<file path="config.mk">
export PLATFORM = sky130hd
export DESIGN_NAME = btb_update_ctrl_flat
export DESIGN_NICKNAME = d
export VERILOG_FILES = /design/src/rtl/btb_update_ctrl_if.sv /design/src/rtl/btb_update_ctrl.sv /design/src/flat_wrapper.sv
export SDC_FILE = /design/constraint.sdc
export NUM_CORES = 1
export LEC_CHECK = 0
export CORE_MARGIN = 8
export CORE_UTILIZATION = 25
export CTS_BUF_LIST = sky130_fd_sc_hd__clkbuf_8
export CTS_CLUSTER_SIZE = 24
export DETAILED_ROUTE_END_ITERATION = 6
export PLACE_DENSITY = 0.49
export SLEW_MARGIN = 20
export SYNTH_ARGS = -nofsm -noshare
export SYNTH_HDL_FRONTEND = slang
export SYNTH_SLANG_ARGS = --single-unit
</file>
<file path="constraint.sdc">
create_clock -name clk -period 4.3 [get_ports clk]
set_input_delay 0.645 -clock clk [delete_from_list [all_inputs] [get_ports clk]]
set_output_delay 0.645 -clock clk [all_outputs]
set_load 0.1 [all_outputs]
</file>
<file path="src/rtl/btb_update_ctrl_if.sv">
// Request/response bundle between the resolve stage, the update sequencer and the BTB write port.
interface btb_update_ctrl_if #(
    parameter int unsigned PC_BITS    = 32,
    parameter int unsigned FIFO_DEPTH = 4
);
    localparam int unsigned CNT_BITS = $clog2(FIFO_DEPTH + 1);

    logic                upd_valid;
    logic [PC_BITS-1:0]  upd_orig_pc;
    logic [PC_BITS-1:0]  upd_target_pc;
    logic                upd_ready;
    logic                inv_valid;
    logic [PC_BITS-1:0]  inv_pc;
    logic                flush_req;
    logic                flush_busy;
    logic                flush_done;
    logic [CNT_BITS-1:0] fifo_count;
    logic                btb_wr_en;
    logic [PC_BITS-1:0]  btb_orig_pc;
    logic [PC_BITS-1:0]  btb_target_pc;
    logic                btb_invalidate;
    logic [PC_BITS-1:0]  btb_pc_invalid;

    modport master (
        output upd_valid, upd_orig_pc, upd_target_pc, inv_valid, inv_pc, flush_req,
        input  upd_ready, flush_busy, flush_done, fifo_count,
        input  btb_wr_en, btb_orig_pc, btb_target_pc, btb_invalidate, btb_pc_invalid
    );

    modport slave (
        input  upd_valid, upd_orig_pc, upd_target_pc, inv_valid, inv_pc, flush_req,
        output upd_ready, flush_busy, flush_done, fifo_count,
        output btb_wr_en, btb_orig_pc, btb_target_pc, btb_invalidate, btb_pc_invalid
    );
endinterface

</file>
<file path="src/rtl/btb_update_ctrl.sv">
// Buffers branch-resolution updates and sequences them, single-line invalidates and
// whole-table flush walks onto the BTB's one write/invalidate port pair.
module btb_update_ctrl #(
    parameter int unsigned PC_BITS    = 32,
    parameter int unsigned SIZE       = 1024,
    parameter int unsigned FIFO_DEPTH = 4
) (
    input  logic             clk,
    input  logic             rst,
    btb_update_ctrl_if.slave bus
);
    localparam int unsigned SEL_BITS = $clog2(SIZE);
    localparam int unsigned PTR_BITS = $clog2(FIFO_DEPTH);
    localparam int unsigned CNT_BITS = $clog2(FIFO_DEPTH + 1);

    typedef struct packed {
        logic [PC_BITS-1:0] orig;
        logic [PC_BITS-1:0] target;
    } upd_entry_t;

    typedef enum logic {IDLE = 1'b0, FLUSH = 1'b1} state_t;

    state_t              state;
    state_t              state_nxt;
    logic [SEL_BITS-1:0] flush_cnt;
    logic                flush_last;

    upd_entry_t          mem [FIFO_DEPTH];
    logic [PTR_BITS-1:0] wr_ptr;
    logic [PTR_BITS-1:0] rd_ptr;
    logic [CNT_BITS-1:0] count;
    upd_entry_t          head;
    logic                empty;
    logic                full;
    logic                push;
    logic                pop;
    logic                collide;

    logic                wr_en;
    logic                invalidate;
    logic [PC_BITS-1:0]  pc_invalid;
    logic                busy;
    logic                done;

    assign empty      = (count == '0);
    assign full       = (count == CNT_BITS'(FIFO_DEPTH));
    assign head       = mem[rd_ptr];
    assign push       = bus.upd_valid && !full;
    assign pop        = wr_en;
    assign flush_last = (flush_cnt == SEL_BITS'(SIZE - 1));

    // Same-line invalidate wins this cycle; the head write retries next cycle.
    assign collide = bus.inv_valid && !empty &&
                     (bus.inv_pc[SEL_BITS:1] == head.orig[SEL_BITS:1]);

    always_ff @(posedge clk) begin
        if (rst) state <= IDLE;
        else     state <= state_nxt;
    end

    always_comb begin
        state_nxt = state;
        case (state)
            IDLE:    if (bus.flush_req) state_nxt = FLUSH;
            FLUSH:   if (flush_last)    state_nxt = IDLE;
            default: state_nxt = IDLE;
        endcase
    end

    always_comb begin
        wr_en      = 1'b0;
        invalidate = 1'b0;
        pc_invalid = '0;
        busy       = 1'b0;
        done       = 1'b0;
        case (state)
            IDLE: begin
                wr_en      = !empty && !collide;
                invalidate = bus.inv_valid;
                pc_invalid = bus.inv_pc;
            end
            FLUSH: begin
                busy       = 1'b1;
                invalidate = 1'b1;
                pc_invalid = PC_BITS'({flush_cnt, 1'b0});
                done       = flush_last;
            end
            default: ;
        endcase
    end

    // Walk index rests at zero while idle so each flush starts at line 0.
    always_ff @(posedge clk) begin
        if (rst || state == IDLE) flush_cnt <= '0;
        else                      flush_cnt <= flush_cnt + SEL_BITS'(1);
    end

    always_ff @(posedge clk) begin
        if (rst) begin
            wr_ptr <= '0;
            rd_ptr <= '0;
            count  <= '0;
        end else begin
            if (push) wr_ptr <= wr_ptr + PTR_BITS'(1);
            if (pop)  rd_ptr <= rd_ptr + PTR_BITS'(1);
            case ({push, pop})
                2'b10:   count <= count + CNT_BITS'(1);
                2'b01:   count <= count - CNT_BITS'(1);
                default: count <= count;
            endcase
        end
    end

    always_ff @(posedge clk) begin
        if (push) mem[wr_ptr] <= '{orig: bus.upd_orig_pc, target: bus.upd_target_pc};
    end

    assign bus.upd_ready      = !full;
    assign bus.fifo_count     = count;
    assign bus.flush_busy     = busy;
    assign bus.flush_done     = done;
    assign bus.btb_wr_en      = wr_en;
    assign bus.btb_orig_pc    = head.orig;
    assign bus.btb_target_pc  = head.target;
    assign bus.btb_invalidate = invalidate;
    assign bus.btb_pc_invalid = pc_invalid;
endmodule

</file>
<file path="src/flat_wrapper.sv">
// flat-port wrapper written by rule: the top's interface ports become plain ports
module btb_update_ctrl_flat 
#(
    parameter int unsigned PC_BITS    = 32,
    parameter int unsigned SIZE       = 1024,
    parameter int unsigned FIFO_DEPTH = 4
)
  (clk, rst, bus_upd_valid, bus_upd_orig_pc, bus_upd_target_pc, bus_inv_valid, bus_inv_pc, bus_flush_req, bus_upd_ready, bus_flush_busy, bus_flush_done, bus_fifo_count, bus_btb_wr_en, bus_btb_orig_pc, bus_btb_target_pc, bus_btb_invalidate, bus_btb_pc_invalid);
  btb_update_ctrl_if #(.PC_BITS(PC_BITS), .FIFO_DEPTH(FIFO_DEPTH)) bus_i ();
  input  logic clk;
  input  logic rst;
  input wire logic [$bits(bus_i.upd_valid)-1:0] bus_upd_valid;
  input wire logic [$bits(bus_i.upd_orig_pc)-1:0] bus_upd_orig_pc;
  input wire logic [$bits(bus_i.upd_target_pc)-1:0] bus_upd_target_pc;
  input wire logic [$bits(bus_i.inv_valid)-1:0] bus_inv_valid;
  input wire logic [$bits(bus_i.inv_pc)-1:0] bus_inv_pc;
  input wire logic [$bits(bus_i.flush_req)-1:0] bus_flush_req;
  output wire logic [$bits(bus_i.upd_ready)-1:0] bus_upd_ready;
  output wire logic [$bits(bus_i.flush_busy)-1:0] bus_flush_busy;
  output wire logic [$bits(bus_i.flush_done)-1:0] bus_flush_done;
  output wire logic [$bits(bus_i.fifo_count)-1:0] bus_fifo_count;
  output wire logic [$bits(bus_i.btb_wr_en)-1:0] bus_btb_wr_en;
  output wire logic [$bits(bus_i.btb_orig_pc)-1:0] bus_btb_orig_pc;
  output wire logic [$bits(bus_i.btb_target_pc)-1:0] bus_btb_target_pc;
  output wire logic [$bits(bus_i.btb_invalidate)-1:0] bus_btb_invalidate;
  output wire logic [$bits(bus_i.btb_pc_invalid)-1:0] bus_btb_pc_invalid;
  assign bus_i.upd_valid = bus_upd_valid;
  assign bus_i.upd_orig_pc = bus_upd_orig_pc;
  assign bus_i.upd_target_pc = bus_upd_target_pc;
  assign bus_i.inv_valid = bus_inv_valid;
  assign bus_i.inv_pc = bus_inv_pc;
  assign bus_i.flush_req = bus_flush_req;
  assign bus_upd_ready = bus_i.upd_ready;
  assign bus_flush_busy = bus_i.flush_busy;
  assign bus_flush_done = bus_i.flush_done;
  assign bus_fifo_count = bus_i.fifo_count;
  assign bus_btb_wr_en = bus_i.btb_wr_en;
  assign bus_btb_orig_pc = bus_i.btb_orig_pc;
  assign bus_btb_target_pc = bus_i.btb_target_pc;
  assign bus_btb_invalidate = bus_i.btb_invalidate;
  assign bus_btb_pc_invalid = bus_i.btb_pc_invalid;
  btb_update_ctrl #(.PC_BITS(PC_BITS), .SIZE(SIZE), .FIFO_DEPTH(FIFO_DEPTH)) u_core (.clk(clk), .rst(rst), .bus(bus_i));
endmodule
</file>
==> impl_metrics.ini <==
[grt]
gr-usage-met3 = 0.0471
met1_usage = 0.123
grt_pass1_vias = 6148
antenna_found_initial = 0
grt_pass1_wl_um = 38900
grt_max_degree = 42
grt.overflow.total = 0
grt.busiest_layer = met2
grtUsageTotal = 0.103
grtUsageMet2 = 0.164

[logic_synthesis]
ys.warnings.count = 0
synthCells = 495
syn_nets = 603
syn-cell-area_um2 = 10600
avgSynthCellArea_um2 = 21.3
synth_cell_types = 36
ys_seq_area_frac = 0.766
ys_seq_elements = 276

[timing]
rsz0062_at_grt = false
tightest_slew_ns = 1.07
finalSetupViolCount = 0
max_freq_mhz = 270
skew_ns = 0.0166
fin_crit_sh = 0.862
final_hold_viol_count = 0
slew_headroom = 0.286
fin_crit_ns = 3.71
tns_ns = 0
setup_ws_ns = 0.594
slew_viol_final = 0

[drt]
wl_per_cell_um = 19.3
first_iter_violations = 272
drtAntennaViolNets = 0
drc = 0
vias_per_cell = 4.21
drt-total-wl_um = 25400
firstDrtPassIters = 4
dr_total_vias = 5541

[worst_hold_path]
hold_start = u_core.flush_cnt[0]
hold_class = flop to flop

[clock_tree]
cts_tree = built
postCtsHoldBufs = 0
cts_resized = 0
cts_buffers = 50
htree_levels = 2
clock_latency_ns = 0.58
cts_setup_buffers = 0
cts_root_buf = clkbuf_8
clkSinkCount = 276
clockBufferDepth = 3
clk_pin_slew_ns = 0.06

[floorplan]
start_util = 0.252
die_h_um = 222
die_width_um = 222
pin_count = 205
die_area_um2 = 49100
row_count = 75
core-area_um2 = 41900

[pwr]
power_switching_w = 0.00493
pwr-share-seq = 0.327
power_frac_clock = 0.208
internal_power_w = 0.00572
ir_worst_vdd_uv = 612
p_comb_frac = 0.465
swShare = 0.463
p_per_area_nw_per_um2 = 757
leakagePower_nw = 4.69

[worst_setup_path]
start_kind = flop
crit_type = flop to output port
arrival_ns = 3.06
crit_family = buffers and inverters
critical_path.max_fanout = 28
crit_required_ns = 3.65
path_buf_inv = 1
slowest_delay_ns = 1.03
worst_setup_path_end_kind = output port
path_cells = mux4_1 -> clkdlybuf4s50_1
cpMaxStageDelayCell = clkdlybuf4s50_1

[finish]
stdcell_area_um2 = 14100
postLayoutCoreUtil = 0.336
n_antenna_cell = 0
final_common_cell = edfxtp_1
layout_common_cells = edfxtp_1 (256), clkdlybuf4s50_1 (145), buf_4 (67)
layout.nets = 849
area_delta_synth_final_pct = 33.1
drive_above_1_share = 0.274

[place]
portBuffers = 204
dpl_cell_area_um2 = 13200
pre_cts_ws_ns = 0.931
routabilityCongestion = 0.751
dp_hpwl_um = 16000

[run]
max_cap_violations = 0

[outcome]
status = finished, final reports clean
cell families (layout without fill, tap and decap cells):
logic type	after synthesis	after routing	share of synthesized area
AO/OA/AOI/OAI	12	12	0.00734
XOR/XNOR	20	20	0.0187
adder cells (fa/ha/maj)	7	7	0.00900
buffers and inverters	29	311	0.0118
flip-flops	276	276	0.766
multiplexers	73	73	0.147
AND/OR/NAND/NOR	78	78	0.0409
routing by layer:
layer	routed length (um)	share of wire
met4	644	0.025
met2	11700	0.46
met1	10900	0.43
met5	0	0
met3	2160	0.085
state kept, by name, indices dropped and copies added (netlist names), named ones only:
name / cells
u_core.mem: 256
u_core.flush_cnt: 10
u_core.bus.fifo_count: 3
u_core.rd_ptr: 2
u_core.wr_ptr: 2
u_core.state: 1
path summary, 6_finish.rpt:
| kind | depth (start not counted) | end | slack [ns] |
|---|---|---|---|
| setup / recovery | 2 | bus_btb_orig_pc[9] | 0.59 |
| hold / removal | 1 | u_core.flush_cnt[0] | 0.46 |
| setup reg to reg | 11 | u_core.bus.fifo_count[2] | 0.97 |
| hold reg to reg | 1 | u_core.flush_cnt[0] | 0.46 |
cells in the mapped netlist, drive strengths merged:
cell	instances	share of area
nand4	2	0.0012
xor2	8	0.0066
nor3b	1	0.00071
clkbuf	12	0.0043
a211oi	1	0.00071
o2111ai	2	0.0017
mux2	9	0.0096
nand3	9	0.0047
inv	9	0.0032
fa	1	0.0019
or2	2	0.0012
edfxtp	256	0.73
and3	8	0.0047
dfxtp	20	0.038
buf	8	0.0044
o211ai	1	0.0012
ha	6	0.0071
o21ai	4	0.0019
or4	2	0.0018
xnor2	12	0.012
a21oi	4	0.0019
mux4	64	0.14
nor3	4	0.0019
or3	1	0.00059
nor2b	22	0.013
nor2	18	0.0064
nand2	4	0.0014
nor4b	1	0.00083
nand2b	3	0.0018
and2	1	0.00059
power groups by stage:
stage,registers (W),logic [W],clock network [W]
2_1_floorplan,0.00347,0.00389,0
3_3_place_gp,0.00355,0.00503,0
3_5_place_dp,0.00356,0.00503,0
4_1_cts,0.00350,0.00505,0.00234
5_1_grt,0.00354,0.00515,0.00244
6_report,0.00349,0.00495,0.00221
per-stage QoR:
step           hold WS, ns  total power, W  instances
2_1_floorplan        0.422         0.00736        495
3_3_place_gp         0.447         0.00858       1228
3_5_place_dp         0.449         0.00859       1228
4_1_cts              0.463          0.0109       1316
5_1_grt              0.531          0.0111       1316
6_report             0.461          0.0107       1316
cell type report:
cell class | instances | area, um^2
fill | 4030 | 27800
sequential | 276 | 8100
multi-input combinational | 190 | 2370
timing repair buffer | 214 | 1990
clock buffer | 53 | 729
tap | 539 | 674
clock inverter | 35 | 163
inverter | 9 | 33.8
No activity file was read; power rests on OpenSTA's default activity.
